**src/rtl/exc_ctrl_pkg.sv**
```systemverilog
// Shared exception codes, MEM exception flag positions, CP0 addresses and FSM encoding.
package exc_ctrl_pkg;

    localparam logic [31:0] EXC_VECTOR_DEF = 32'hBFC00380;

    localparam logic [4:0] EXC_INT  = 5'h01;
    localparam logic [4:0] EXC_ADEL = 5'h04;
    localparam logic [4:0] EXC_ADES = 5'h05;
    localparam logic [4:0] EXC_SYS  = 5'h08;
    localparam logic [4:0] EXC_RI   = 5'h0a;
    localparam logic [4:0] EXC_OV   = 5'h0c;
    localparam logic [4:0] EXC_TR   = 5'h0d;
    localparam logic [4:0] EXC_ERET = 5'h0e;

    localparam int EB_FETCH_ADEL = 0;
    localparam int EB_RI         = 1;
    localparam int EB_OV         = 2;
    localparam int EB_TRAP       = 3;
    localparam int EB_SYSCALL    = 4;
    localparam int EB_LOAD_ADEL  = 5;
    localparam int EB_ADES       = 6;
    localparam int EB_ERET       = 7;

    localparam logic [4:0] CP0_STATUS = 5'd12;
    localparam logic [4:0] CP0_CAUSE  = 5'd13;
    localparam logic [4:0] CP0_EPC    = 5'd14;

    typedef enum logic [1:0] {
        ST_IDLE     = 2'd0,
        ST_WAIT_BUS = 2'd1,
        ST_COMMIT   = 2'd2,
        ST_DRAIN    = 2'd3
    } state_e;

    typedef struct packed {
        logic [4:0]  code;
        logic [31:0] pc;
        logic        ds;
        logic [31:0] badv;
        logic [31:0] npc;
    } exc_rec_t;

    function automatic logic [4:0] exc_code(input logic irq, input logic [7:0] exc);
        logic [4:0] code;
        code = 5'h00;
        if (irq)                     code = EXC_INT;
        else if (exc[EB_FETCH_ADEL]) code = EXC_ADEL;
        else if (exc[EB_RI])         code = EXC_RI;
        else if (exc[EB_OV])         code = EXC_OV;
        else if (exc[EB_TRAP])       code = EXC_TR;
        else if (exc[EB_SYSCALL])    code = EXC_SYS;
        else if (exc[EB_LOAD_ADEL])  code = EXC_ADEL;
        else if (exc[EB_ADES])       code = EXC_ADES;
        else if (exc[EB_ERET])       code = EXC_ERET;
        return code;
    endfunction

    // Only address errors report a bad address; the winning cause decides which one.
    function automatic logic [31:0] exc_badv(input logic irq, input logic [7:0] exc,
                                             input logic [31:0] pc, input logic [31:0] badv);
        logic [31:0] res;
        res = 32'h0;
        if (!irq) begin
            if (exc[EB_FETCH_ADEL])
                res = pc;
            else if (exc[EB_SYSCALL:EB_RI] == 4'b0 && (exc[EB_LOAD_ADEL] || exc[EB_ADES]))
                res = badv;
        end
        return res;
    endfunction

endpackage

```
**src/rtl/exc_ctrl_int_sync.sv**
```systemverilog
// Multi-flop synchronizer for the external interrupt lines.
// Latency: STAGES clocks. No backpressure.
// Flops clear on async reset.
module int_sync #(
    parameter int STAGES = 2,
    parameter int WIDTH  = 6
) (
    input  logic             clk,
    input  logic             rst,
    input  logic [WIDTH-1:0] d_i,
    output logic [WIDTH-1:0] q_o
);

    logic [STAGES-1:0][WIDTH-1:0] chain_q;
    logic [STAGES-1:0][WIDTH-1:0] chain_d;

    always_comb begin
        chain_d = {chain_q[STAGES-2:0], d_i};
    end

    always_ff @(posedge clk or negedge rst) begin
        if (!rst) chain_q <= '0;
        else      chain_q <= chain_d;
    end

    assign q_o = chain_q[STAGES-1];

endmodule

```
**src/rtl/exc_ctrl.sv**
```systemverilog
// Exception/interrupt sequencer: prioritizes MEM exceptions vs interrupts, issues one commit to CP0.
// Latency: request N -> flush N+1 (bus idle) or the cycle after bus_busy_i falls.
// Backpressure: stall_o held while waiting on the bus and for one drain cycle after commit.
module exc_ctrl
    import exc_ctrl_pkg::*;
#(
    parameter logic [31:0] EXC_VECTOR  = EXC_VECTOR_DEF,
    parameter int          SYNC_STAGES = 2
) (
    input  logic        clk,
    input  logic        rst,
    input  logic [5:0]  hw_int_i,
    input  logic        timer_int_i,
    output logic [5:0]  int_sync_o,
    input  logic        mem_valid_i,
    input  logic [31:0] mem_pc_i,
    input  logic        mem_in_delayslot_i,
    input  logic [31:0] mem_badvaddr_i,
    input  logic [7:0]  mem_exc_i,
    input  logic [31:0] cp0_status_i,
    input  logic [31:0] cp0_cause_i,
    input  logic [31:0] cp0_epc_i,
    input  logic        cp0_wen_i,
    input  logic [4:0]  cp0_waddr_i,
    input  logic [31:0] cp0_wdata_i,
    input  logic        bus_busy_i,
    output logic        stall_o,
    output logic        flush_o,
    output logic [31:0] new_pc_o,
    output logic [31:0] exc_type_o,
    output logic [31:0] exc_pc_o,
    output logic        exc_delayslot_o,
    output logic [31:0] exc_badvaddr_o
);

    logic [5:0]  hw_sync;
    logic [31:0] status_byp;
    logic [31:0] epc_byp;
    logic [1:0]  sw_ip;
    logic [7:0]  ip;
    logic        irq_pend;
    logic        req;
    logic        commit;
    exc_rec_t    req_rec;
    exc_rec_t    rec_q, rec_d;
    state_e      state_q, state_d;
    logic        unused_bits;

    int_sync #(
        .STAGES (SYNC_STAGES),
        .WIDTH  (6)
    ) u_int_sync (
        .clk (clk),
        .rst (rst),
        .d_i (hw_int_i),
        .q_o (hw_sync)
    );

    // Timer is already synchronous, so it joins IP7 after the synchronizer.
    assign int_sync_o = {hw_sync[5] | timer_int_i, hw_sync[4:0]};

    always_comb begin
        status_byp = (cp0_wen_i && cp0_waddr_i == CP0_STATUS) ? cp0_wdata_i : cp0_status_i;
        sw_ip      = (cp0_wen_i && cp0_waddr_i == CP0_CAUSE) ? cp0_wdata_i[9:8] : cp0_cause_i[9:8];
        epc_byp    = (cp0_wen_i && cp0_waddr_i == CP0_EPC) ? cp0_wdata_i : cp0_epc_i;
        ip         = {int_sync_o, sw_ip};
        irq_pend   = status_byp[0] & ~status_byp[1] & (|(ip & status_byp[15:8]));
        req        = mem_valid_i & (irq_pend | (|mem_exc_i));
    end

    always_comb begin
        req_rec.code = exc_code(irq_pend, mem_exc_i);
        req_rec.pc   = mem_pc_i;
        req_rec.ds   = mem_in_delayslot_i;
        req_rec.badv = exc_badv(irq_pend, mem_exc_i, mem_pc_i, mem_badvaddr_i);
        req_rec.npc  = (req_rec.code == EXC_ERET) ? epc_byp : EXC_VECTOR;
    end

    always_comb begin
        state_d = state_q;
        rec_d   = rec_q;
        case (state_q)
            ST_IDLE: begin
                if (req) begin
                    rec_d   = req_rec;
                    state_d = bus_busy_i ? ST_WAIT_BUS : ST_COMMIT;
                end
            end
            ST_WAIT_BUS: if (!bus_busy_i) state_d = ST_COMMIT;
            ST_COMMIT:   state_d = ST_DRAIN;
            ST_DRAIN:    state_d = ST_IDLE;
            default:     state_d = ST_IDLE;
        endcase
    end

    always_ff @(posedge clk or negedge rst) begin
        if (!rst) begin
            state_q <= ST_IDLE;
            rec_q   <= '0;
        end else begin
            state_q <= state_d;
            rec_q   <= rec_d;
        end
    end

    // Outputs decode from flops only; everything outside COMMIT reads as zero.
    assign commit          = (state_q == ST_COMMIT);
    assign stall_o         = (state_q == ST_WAIT_BUS) || (state_q == ST_DRAIN);
    assign flush_o         = commit;
    assign new_pc_o        = commit ? rec_q.npc : 32'h0;
    assign exc_type_o      = commit ? {27'h0, rec_q.code} : 32'h0;
    assign exc_pc_o        = commit ? rec_q.pc : 32'h0;
    assign exc_delayslot_o = commit & rec_q.ds;
    assign exc_badvaddr_o  = commit ? rec_q.badv : 32'h0;

    assign unused_bits = ^{status_byp[31:16], status_byp[7:2], cp0_cause_i[31:10], cp0_cause_i[7:0]};

endmodule

```
**config.mk**
```make
export PLATFORM = sky130hd
export DESIGN_NAME = exc_ctrl
export DESIGN_NICKNAME = d
export VERILOG_FILES = /design/src/rtl/exc_ctrl_pkg.sv /design/src/rtl/exc_ctrl_int_sync.sv /design/src/rtl/exc_ctrl.sv
export SDC_FILE = /design/constraint.sdc
export NUM_CORES = 1
export LEC_CHECK = 0
export ABC_AREA = 0
export BUFFER_PORTS_ARGS = -buffer_cell sky130_fd_sc_hd__buf_2
export CAP_MARGIN = 20
export CELL_PAD_IN_SITES_DETAIL_PLACEMENT = 1
export CELL_PAD_IN_SITES_GLOBAL_PLACEMENT = 1
export CORE_ASPECT_RATIO = 0.8
export CORE_MARGIN = 1.5
export CORE_UTILIZATION = 37
export DETAILED_ROUTE_END_ITERATION = 8
export MAX_ROUTING_LAYER = met4
export PLACE_DENSITY = 0.83
export SKIP_CTS_REPAIR_TIMING = 1
export SLEW_MARGIN = 20
export SYNTH_ARGS = -nofsm -noshare
export SYNTH_HDL_FRONTEND = slang
export SYNTH_SLANG_ARGS = --single-unit
```
**constraint.sdc**
```tcl
create_clock -name clk -period 4.7 [get_ports clk]
set_clock_uncertainty 0.2 [all_clocks]
set_input_delay 0.705 -clock clk [delete_from_list [all_inputs] [get_ports clk]]
set_output_delay 0.705 -clock clk [all_outputs]
set_load 0.01 [all_outputs]
```
Word-level counts from Yosys, hierarchy flattened
Cells that the tools add are included.

word-level totals
  input bits = 218
  bits in registers = 116
  logic and storage cells = 61
  output and inout bits = 137

cells by class
  muxes and demuxes = 24
  equality and inequality tests = 9
  bitwise gates (word level) = 8
  reductions and logical operators = 12

operators by type and width
  cell                                            count
  2-to-1 mux 32 bit                               8
  2-to-1 mux 4 bit                                9
  == test 5 x 4 -> 1 bit (second input constant)  4
  2-to-1 mux 16 bit                               1
  OR reduction 8 bit                              2
  AND 8 bit                                       1
  2-to-1 mux 2 bit                                4
  one-hot mux 2 bit (4 select lines)              1
  2-to-1 mux 5 bit                                1
  AND 1 bit                                       4
  == test 2 bit (second input constant)           2
  logical AND 1 bit                               4
  logical NOT 4 bit                               1
  inequality test 2 bit (second input constant)   2
  AND reduction 2 bit                             2
  == test 2 x 1 -> 1 bit (second input constant)  1
  logical NOT 2 bit                               1
  logical OR 1 bit                                2
  OR 1 bit                                        2
  NOT 1 bit                                       1

Logic depth before layout (Yosys ltp)
Gate-level depths: netlist of run 1.

  depth after elaboration = 11
  gate-level depth with buffers = 10
  gate-level depth less buffers = 7

Cells and area by module
From an unflattened synthesis of run 1, not the netlist that was laid out.

unflattened totals
  cells, all modules = 533
  area, all modules = 6062.1 um^2

modules (own cells, without submodules)
  module    times used  area each (um^2)  cells each
  exc_ctrl  1           5761.8            521
  int_sync  1           300.3             12

Worst setup path after synthesis of run 1
Ideal clock, no wire load.

  path type = input-to-reg
  start = input port cp0_waddr_i[4]
  end = register rec_q[0] in the netlist's numbering
  arrival time = 3012 ps
  stages = 10
  data required time = 4375 ps
  slack = 1363 ps
  cell sequence = nand4b_4 > or3_1 > buf_2 > mux2_4 > a221oi_2 > a41oi_1 > o311a_1 > buf_6 > buf_6 > mux2_4

on the way
  longest elaborated chain between the ends = 9
  elaborated cells between the ends (all ways) = 20
  classes of those cells = eq/ne (4); mux (5); bitwise (6); reduce/logical (5)

ends and longest elaborated chain
  element                                                   RTL line                            RTL
  from (decl)                                               exc_ctrl.sv:24                      input logic [4:0] cp0_waddr_i,
  == test 5 x 4 -> 1 bit (on tied branches)                 exc_ctrl.sv:64, exc_ctrl.sv:63
  logical AND 1 bit (on tied branches)                      exc_ctrl.sv:64, exc_ctrl.sv:63
  2-to-1 mux 2 bit or 2-to-1 mux 16 bit (tied branches)     exc_ctrl.sv:64, exc_ctrl.sv:63
  AND 8 bit or NOT 1 bit (tied branches)                    exc_ctrl.sv:67                      irq_pend = status_byp[0] & ~status_byp[1] & (|(ip & status_byp[15:8]));
  OR reduction 8 bit or AND 1 bit (tied branches)           exc_ctrl.sv:67
  AND 1 bit                                                 exc_ctrl.sv:67
  2-to-1 mux 4 bit or OR 1 bit (tied branches)              exc_ctrl_pkg.sv:46, exc_ctrl.sv:68
  == test 5 x 4 -> 1 bit or AND 1 bit (tied branches)       exc_ctrl.sv:76, exc_ctrl.sv:68
  2-to-1 mux 32 bit or AND reduction 2 bit (tied branches)  --
  to (signal assigned)                                      exc_ctrl.sv:102                     rec_q <= rec_d;
  to (decl)                                                 exc_ctrl.sv:45                      exc_rec_t rec_q, rec_d;

Several ways; a longest one is shown, not always the timed one.
A chain may end at the register's enable or synchronous reset.

Worst setup path after layout of run 1
  start = input port cp0_waddr_i[4]
  end = register rec_q[25] in the netlist's numbering

Same word-level chain as after synthesis.

==> results.json, run 1 <==
{
  "outcome": "finished, final reports clean",
  "clockBufferDepth": 2,
  "hpwl_mm": 14.3,
  "cts_tree": "yes",
  "finalCriticalPeriod_ns": 3.54,
  "antenna_found_initial": 0,
  "tns_ns": 0,
  "final_hold_viol_count": 0,
  "p_int_mw": 3.34,
  "htree_levels": 4,
  "synth_edf_count": 0,
  "seq_power_share_pct": 31.8,
  "grt_use_total_pct": 22.2,
  "io_buffers": 274,
  "start_util_pct": 37.7,
  "areaGrowthSynthToFinish_pct": 30.6,
  "avgViaCountPerCell": 4.94,
  "finalSetupViolations": 0,
  "async_flop_share_pct": 100,
  "yosysUniqueCellTypes": 38,
  "switching_power_mw": 1.54,
  "root_buffer": "clkbuf_16",
  "critPathCaptureType": "flop",
  "rsz0062_at_grt": "false",
  "ys_warn_count": 0,
  "syn_avg_cell_area_um2": 11.6,
  "required_ns": 4.79,
  "fin_crit_sh_pct": 75.4,
  "routed_wl_mm": 19.9,
  "vias": 5336,
  "avgRoutedWirePerCell_um": 18.4,
  "die_h_um": 124,
  "whs_ns": 0.152,
  "drt.antenna.violating_nets": 0,
  "hp-class": "flop to flop",
  "seq_area_frac_synth_pct": 42.3,
  "cellPowerDensity_nw_per_um2": 550,
  "grt_pass1_wl_mm": 32.3,
  "fmax_ghz": 0.282,
  "overflow": 0,
  "multiInputGateArea_um2": 3570,
  "synth_area_um2": 6800,
  "dieWidth_um": 155,
  "netlist_instances": 587,
  "worst_slew_pin_slew_ns": 0.890,
  "utilization_pct": 49.2,
  "cts_sinks": 115,
  "drc": 0,
  "swShare_pct": 31.6,
  "drt_iter0_drc": 215,
  "core_area_um2": 18100,
  "path_max_fanout": 60,
  "drive_gt1_share_pct": 50.4,
  "cap_violations": 0,
  "critical_path_class": "input pin to flop",
  "setup_ws_ns": 1.16,
  "diodes": 0,
  "startpoint_type": "input pin",
  "clockPowerShare_pct": 29.3,
  "ios": 355,
  "slew_violations": 0,
  "place_ws_ns": 0.819,
  "final_nets": 1061,
  "firstDrtPassIters": 4,
  "synth_ff_type": "dfrtp_1",
  "die_area_um2": 19200,
  "synth-seq-cells": 115,
  "arrival_ns": 3.63,
  "std_cell_rows": 44,
  "seqCellArea_um2": 2880,
  "place_congestion": 0.802,
  "cellLeakagePower_nw": 4.46,
  "max_slew_margin_pct": 40.4,
  "clkTransAtPathRegs_ns": 0.05,
  "combPwrFrac_pct": 38.9,
  "irDropWorstVdd_uv": 254,
  "cts-buffers-inserted": 17,
  "num-fill-cells": 2068,
  "first_global_vias": 5890,
  "grt_max_degree": 64,
  "clk_latency_ns": 0.41
}
-- sequential cells by signal (all words and copies together), names as in the netlist --
register	count
u_int_sync.chain_d	6
u_int_sync.q_o	6
rec_q	101
state_q	2
-- layer usage --
metal  wire length [um]  GRT usage [%]  vias up
met5                  0              -        -
met4                450           7.69        0
met3               1120           5.92       37
met2               9630           35.7      182
met1               8720           27.1     2642
li1                   -              -     2475
-- layout make-up --
type                    instances  area share [%]
multi-input cells             418            40.2
flip-flops and latches        115            32.4
repair buffers                282            16.7
clock buffers                  20            5.03
well taps                     230            3.24
clock inverters                12            2.30
inverters                       4           0.169
-- per-stage QoR --
step / instances / total power, mW / cell area (um^2)
3_5_place_dp: 1049 / 3.48 / 8230
4_1_cts: 1081 / 4.96 / 8880
2_1_floorplan: 614 / 2.84 / 6900
5_1_grt: 1081 / 5.18 / 8880
6_report: 1081 / 4.89 / 8880
3_3_place_gp: 1049 / 3.41 / 8230
-- final timing paths --
path / to / startpoint / slack (ns) / cells past startpoint
worst max-delay path: rec_q[25]$_DFFE_PN0P_ / cp0_waddr_i[4] / 1.16 / 9
worst min-delay path: u_int_sync.q_o[3]$_DFF_PN0_ / u_int_sync.chain_d[9]$_DFF_PN0_ / 0.15 / 0
worst max register to register: rec_q[25]$_DFFE_PN0P_ / u_int_sync.q_o[2]$_DFF_PN0_ / 2.25 / 5
worst min register to register: u_int_sync.q_o[3]$_DFF_PN0_ / u_int_sync.chain_d[9]$_DFF_PN0_ / 0.15 / 0
max in group asynchronous: rec_q[74]$_DFFE_PN0P_ / rst / 3.33 / 2
min in group asynchronous: rec_q[16]$_DFFE_PN0P_ / rst / 0.16 / 1
-- power by group through the flow --
stage | registers [mW] | clock network, mW | logic [mW]
CTS | 1.56 | 1.47 | 1.93
detailed placement | 1.56 | 0 | 1.92
global placement | 1.54 | 0 | 1.88
floorplan | 1.49 | 0 | 1.35
finish | 1.55 | 1.43 | 1.90
global route | 1.61 | 1.51 | 2.06
-- worst max-delay path, cell delays in order --
cell and delay, ns:
buf_2 0.09, nand4b_4 0.18, or3_1 0.52, mux2_4 0.37, a221oi_2 0.45, a41oi_4 0.20, o311a_4 0.42, buf_12 0.21
mux2_4 0.37
-- Yosys cell counts, types with 5 or more instances --
cell type | number | share of area [%]
nor2_1 | 36 | 2.0
buf_4 | 33 | 3.6
clkbuf_1 | 31 | 1.7
mux2_4 | 91 | 20
nand3_1 | 12 | 0.88
and2_1 | 101 | 9.3
a22oi_1 | 35 | 3.9
ha_1 | 5 | 0.92
mux2_2 | 15 | 2.5
dfrtp_1 | 115 | 42
nor3_1 | 26 | 1.9
mux2i_1 | 32 | 4.7
buf_6 | 10 | 1.7
-- placed cells by master, fill, tap and decap left out, types with 12 or more instances in the layout --
cell type / n
nor2_1: 36
mux2i_1: 32
dfrtp_1: 115
conb_1: 28
and2_1: 101
clkbuf_16: 17
buf_2: 273
mux2_4: 91
nor3_1: 24
a22oi_1: 35
nand3_1: 12
mux2_2: 15
-- cells by family after synthesis --
| family | Yosys count | synth area share (%) |
|---|---|---|
| flops | 115 | 42.3 |
| mux | 138 | 27.3 |
| compound gates | 56 | 6.22 |
| simple gates | 191 | 15.8 |
| other cells | 1 | 0.0551 |
| buf+inv | 81 | 7.43 |
| fa+ha+maj | 5 | 0.920 |
No activity file was read; power rests on OpenSTA's default activity.
==> run 2: changes to the inputs <==
CORE_UTILIZATION = 34   (was 37)
PLACE_DENSITY = 0.77   (was 0.83)
clock period = 3.7 ns   (was 4.7 ns; I/O delays follow)
==> run 2 against run 1 <==
Critical path depth up 1. Non-clock buffer count up 8. Flip-flop and latch count unchanged. Total power up 26%. Critical endpoint is now rec_q[90]$_DFFE_PN0P_. Worst setup slack worse by 0.62 ns. Sequential power up 27%. Die area up 8.6%. First-iteration DRC count down 1.4%. Wire length up 1.2%. Largest cell class unchanged. Global-route usage down 2.2 points.
==> results.json, run 2 (synthesis gave the netlist of run 1 again) <==
{
  "die_h_um": 130,
  "max_slew_margin_pct": 37.3,
  "start_util_pct": 34.5,
  "critPathCaptureType": "flop",
  "num-fill-cells": 2278,
  "firstDrtPassIters": 4,
  "cts_tree": "yes",
  "critPathTopFamily": "compound AO/OA/AOI/OAI gates",
  "dp_cells": 1090,
  "finalCriticalPeriod_ns": 3.16,
  "seq_power_share_pct": 32.0,
  "drc": 0,
  "required_ns": 3.79,
  "p_int_mw": 4.20,
  "dieWidth_um": 161,
  "placed_cell_area_um2": 8310,
  "areaGrowthSynthToFinish_pct": 31.8,
  "startpoint_type": "input pin",
  "core_area_um2": 19700,
  "utilization_pct": 45.4,
  "switching_power_mw": 1.96,
  "path_cells": "buf_2 -> nand4b_4 -> or3_1 -> buf_4 -> mux2_2 -> a22oi_1 -> a41oi_4 -> o311a_4 -> buf_12 -> mux2_4",
  "combPwrFrac_pct": 39.2,
  "arrival_ns": 3.25,
  "max_stage_delay_ns": 0.46,
  "critical_path_class": "input pin to flop",
  "root_buffer": "clkbuf_16",
  "clkTransAtPathRegs_ns": 0.06,
  "tns_ns": 0,
  "slew_violations": 0,
  "cp_num_buf_inv": 3,
  "htree_levels": 4,
  "grt_max_degree": 62,
  "multiInputGateArea_um2": 3570,
  "antenna_found_initial": 0,
  "avgRoutedWirePerCell_um": 17.9,
  "first_global_vias": 5557,
  "swShare_pct": 31.9,
  "routed_wl_mm": 20.1,
  "ios": 355,
  "hpwl_mm": 14.7,
  "drt.antenna.violating_nets": 0,
  "largest_register": "rec_q",
  "outcome": "finished, final reports clean",
  "grt_pass1_wl_mm": 31.1,
  "avgViaCountPerCell": 4.74,
  "grt_use_total_pct": 20.0,
  "final_common_cell": "buf_2",
  "cellPowerDensity_nw_per_um2": 688,
  "rsz0062_at_grt": "false",
  "hp-class": "input pin to flop",
  "drive_gt1_share_pct": 51.0,
  "whs_ns": 0.0504,
  "worst_slew_pin_slew_ns": 0.940,
  "path_max_fanout": 33,
  "place_congestion": 0.786,
  "overflow": 0,
  "final_cells": 1124,
  "vias": 5326,
  "fin_crit_sh_pct": 85.4,
  "finalSetupViolations": 0,
  "seqCellArea_um2": 2880,
  "largest_reg_flops": 101,
  "die_area_um2": 20900,
  "std_cell_rows": 46,
  "io_buffers": 274,
  "drt_iter0_drc": 212,
  "clockPowerShare_pct": 28.8,
  "cap_violations": 0,
  "cellLeakagePower_nw": 4.48,
  "irDropWorstVdd_uv": 333,
  "cts_sinks": 115,
  "fmax_ghz": 0.316,
  "stdcell_area_um2": 8960,
  "final_cell_mix": "buf_2, dfrtp_1, and2_1",
  "cp_slowest_cell": "o311a_4",
  "clk_latency_ns": 0.41,
  "cts-buffers-inserted": 17,
  "clockBufferDepth": 2,
  "final_nets": 1069,
  "final_hold_viol_count": 0
}
-- run 2: final cells by class --
type	instances	area share, %
Clock buffer	19	5.05
Multi-Input combinational cell	418	39.8
Clock inverter	13	2.02
Antenna cell	1	0.0279
Sequential cell	115	32.1
Timing Repair Buffer	290	17.1
Inverter	4	0.168
Tap cell	264	3.69
-- run 2: power groups by stage --
stage | logic (mW) | registers (mW) | clock network [mW]
4_1_cts | 2.46 | 1.97 | 1.82
5_1_grt | 2.63 | 2.03 | 1.87
2_1_floorplan | 1.72 | 1.89 | 0
3_3_place_gp | 2.40 | 1.96 | 0
6_report | 2.42 | 1.97 | 1.77
3_5_place_dp | 2.45 | 1.98 | 0
-- run 2: path summary, 6_finish.rpt --
check / start / endpoint / slack, ns / cells past startpoint
worst min register to register: u_int_sync.chain_d[7]$_DFF_PN0_ / u_int_sync.q_o[1]$_DFF_PN0_ / 0.15 / 0
worst min-delay path: hw_int_i[0] / u_int_sync.chain_d[6]$_DFF_PN0_ / 0.05 / 1
worst max register to register: u_int_sync.q_o[0]$_DFF_PN0_ / rec_q[90]$_DFFE_PN0P_ / 1.31 / 7
min in group asynchronous: rst / u_int_sync.chain_d[11]$_DFF_PN0_ / 0.49 / 2
max in group asynchronous: rst / rec_q[29]$_DFFE_PN0P_ / 1.85 / 3
worst max-delay path: cp0_waddr_i[4] / rec_q[90]$_DFFE_PN0P_ / 0.54 / 10
-- run 2: routing by layer --
metal,part of all wire [%],up-vias,track usage [%]
met5,0,-,-
met4,1.2,0,5.56
met3,5.2,18,4.29
met2,48,149,32.5
met1,45,2664,25.3
li1,-,2495,-
-- run 2: per-stage QoR --
| stage | setup slack, ns | power, mW |
|---|---|---|
| floorplan | 0.513 | 3.61 |
| global placement | 0.164 | 4.36 |
| detailed placement | 0.119 | 4.43 |
| CTS | 0.559 | 6.25 |
| global route | 0.470 | 6.53 |
| finish | 0.540 | 6.16 |
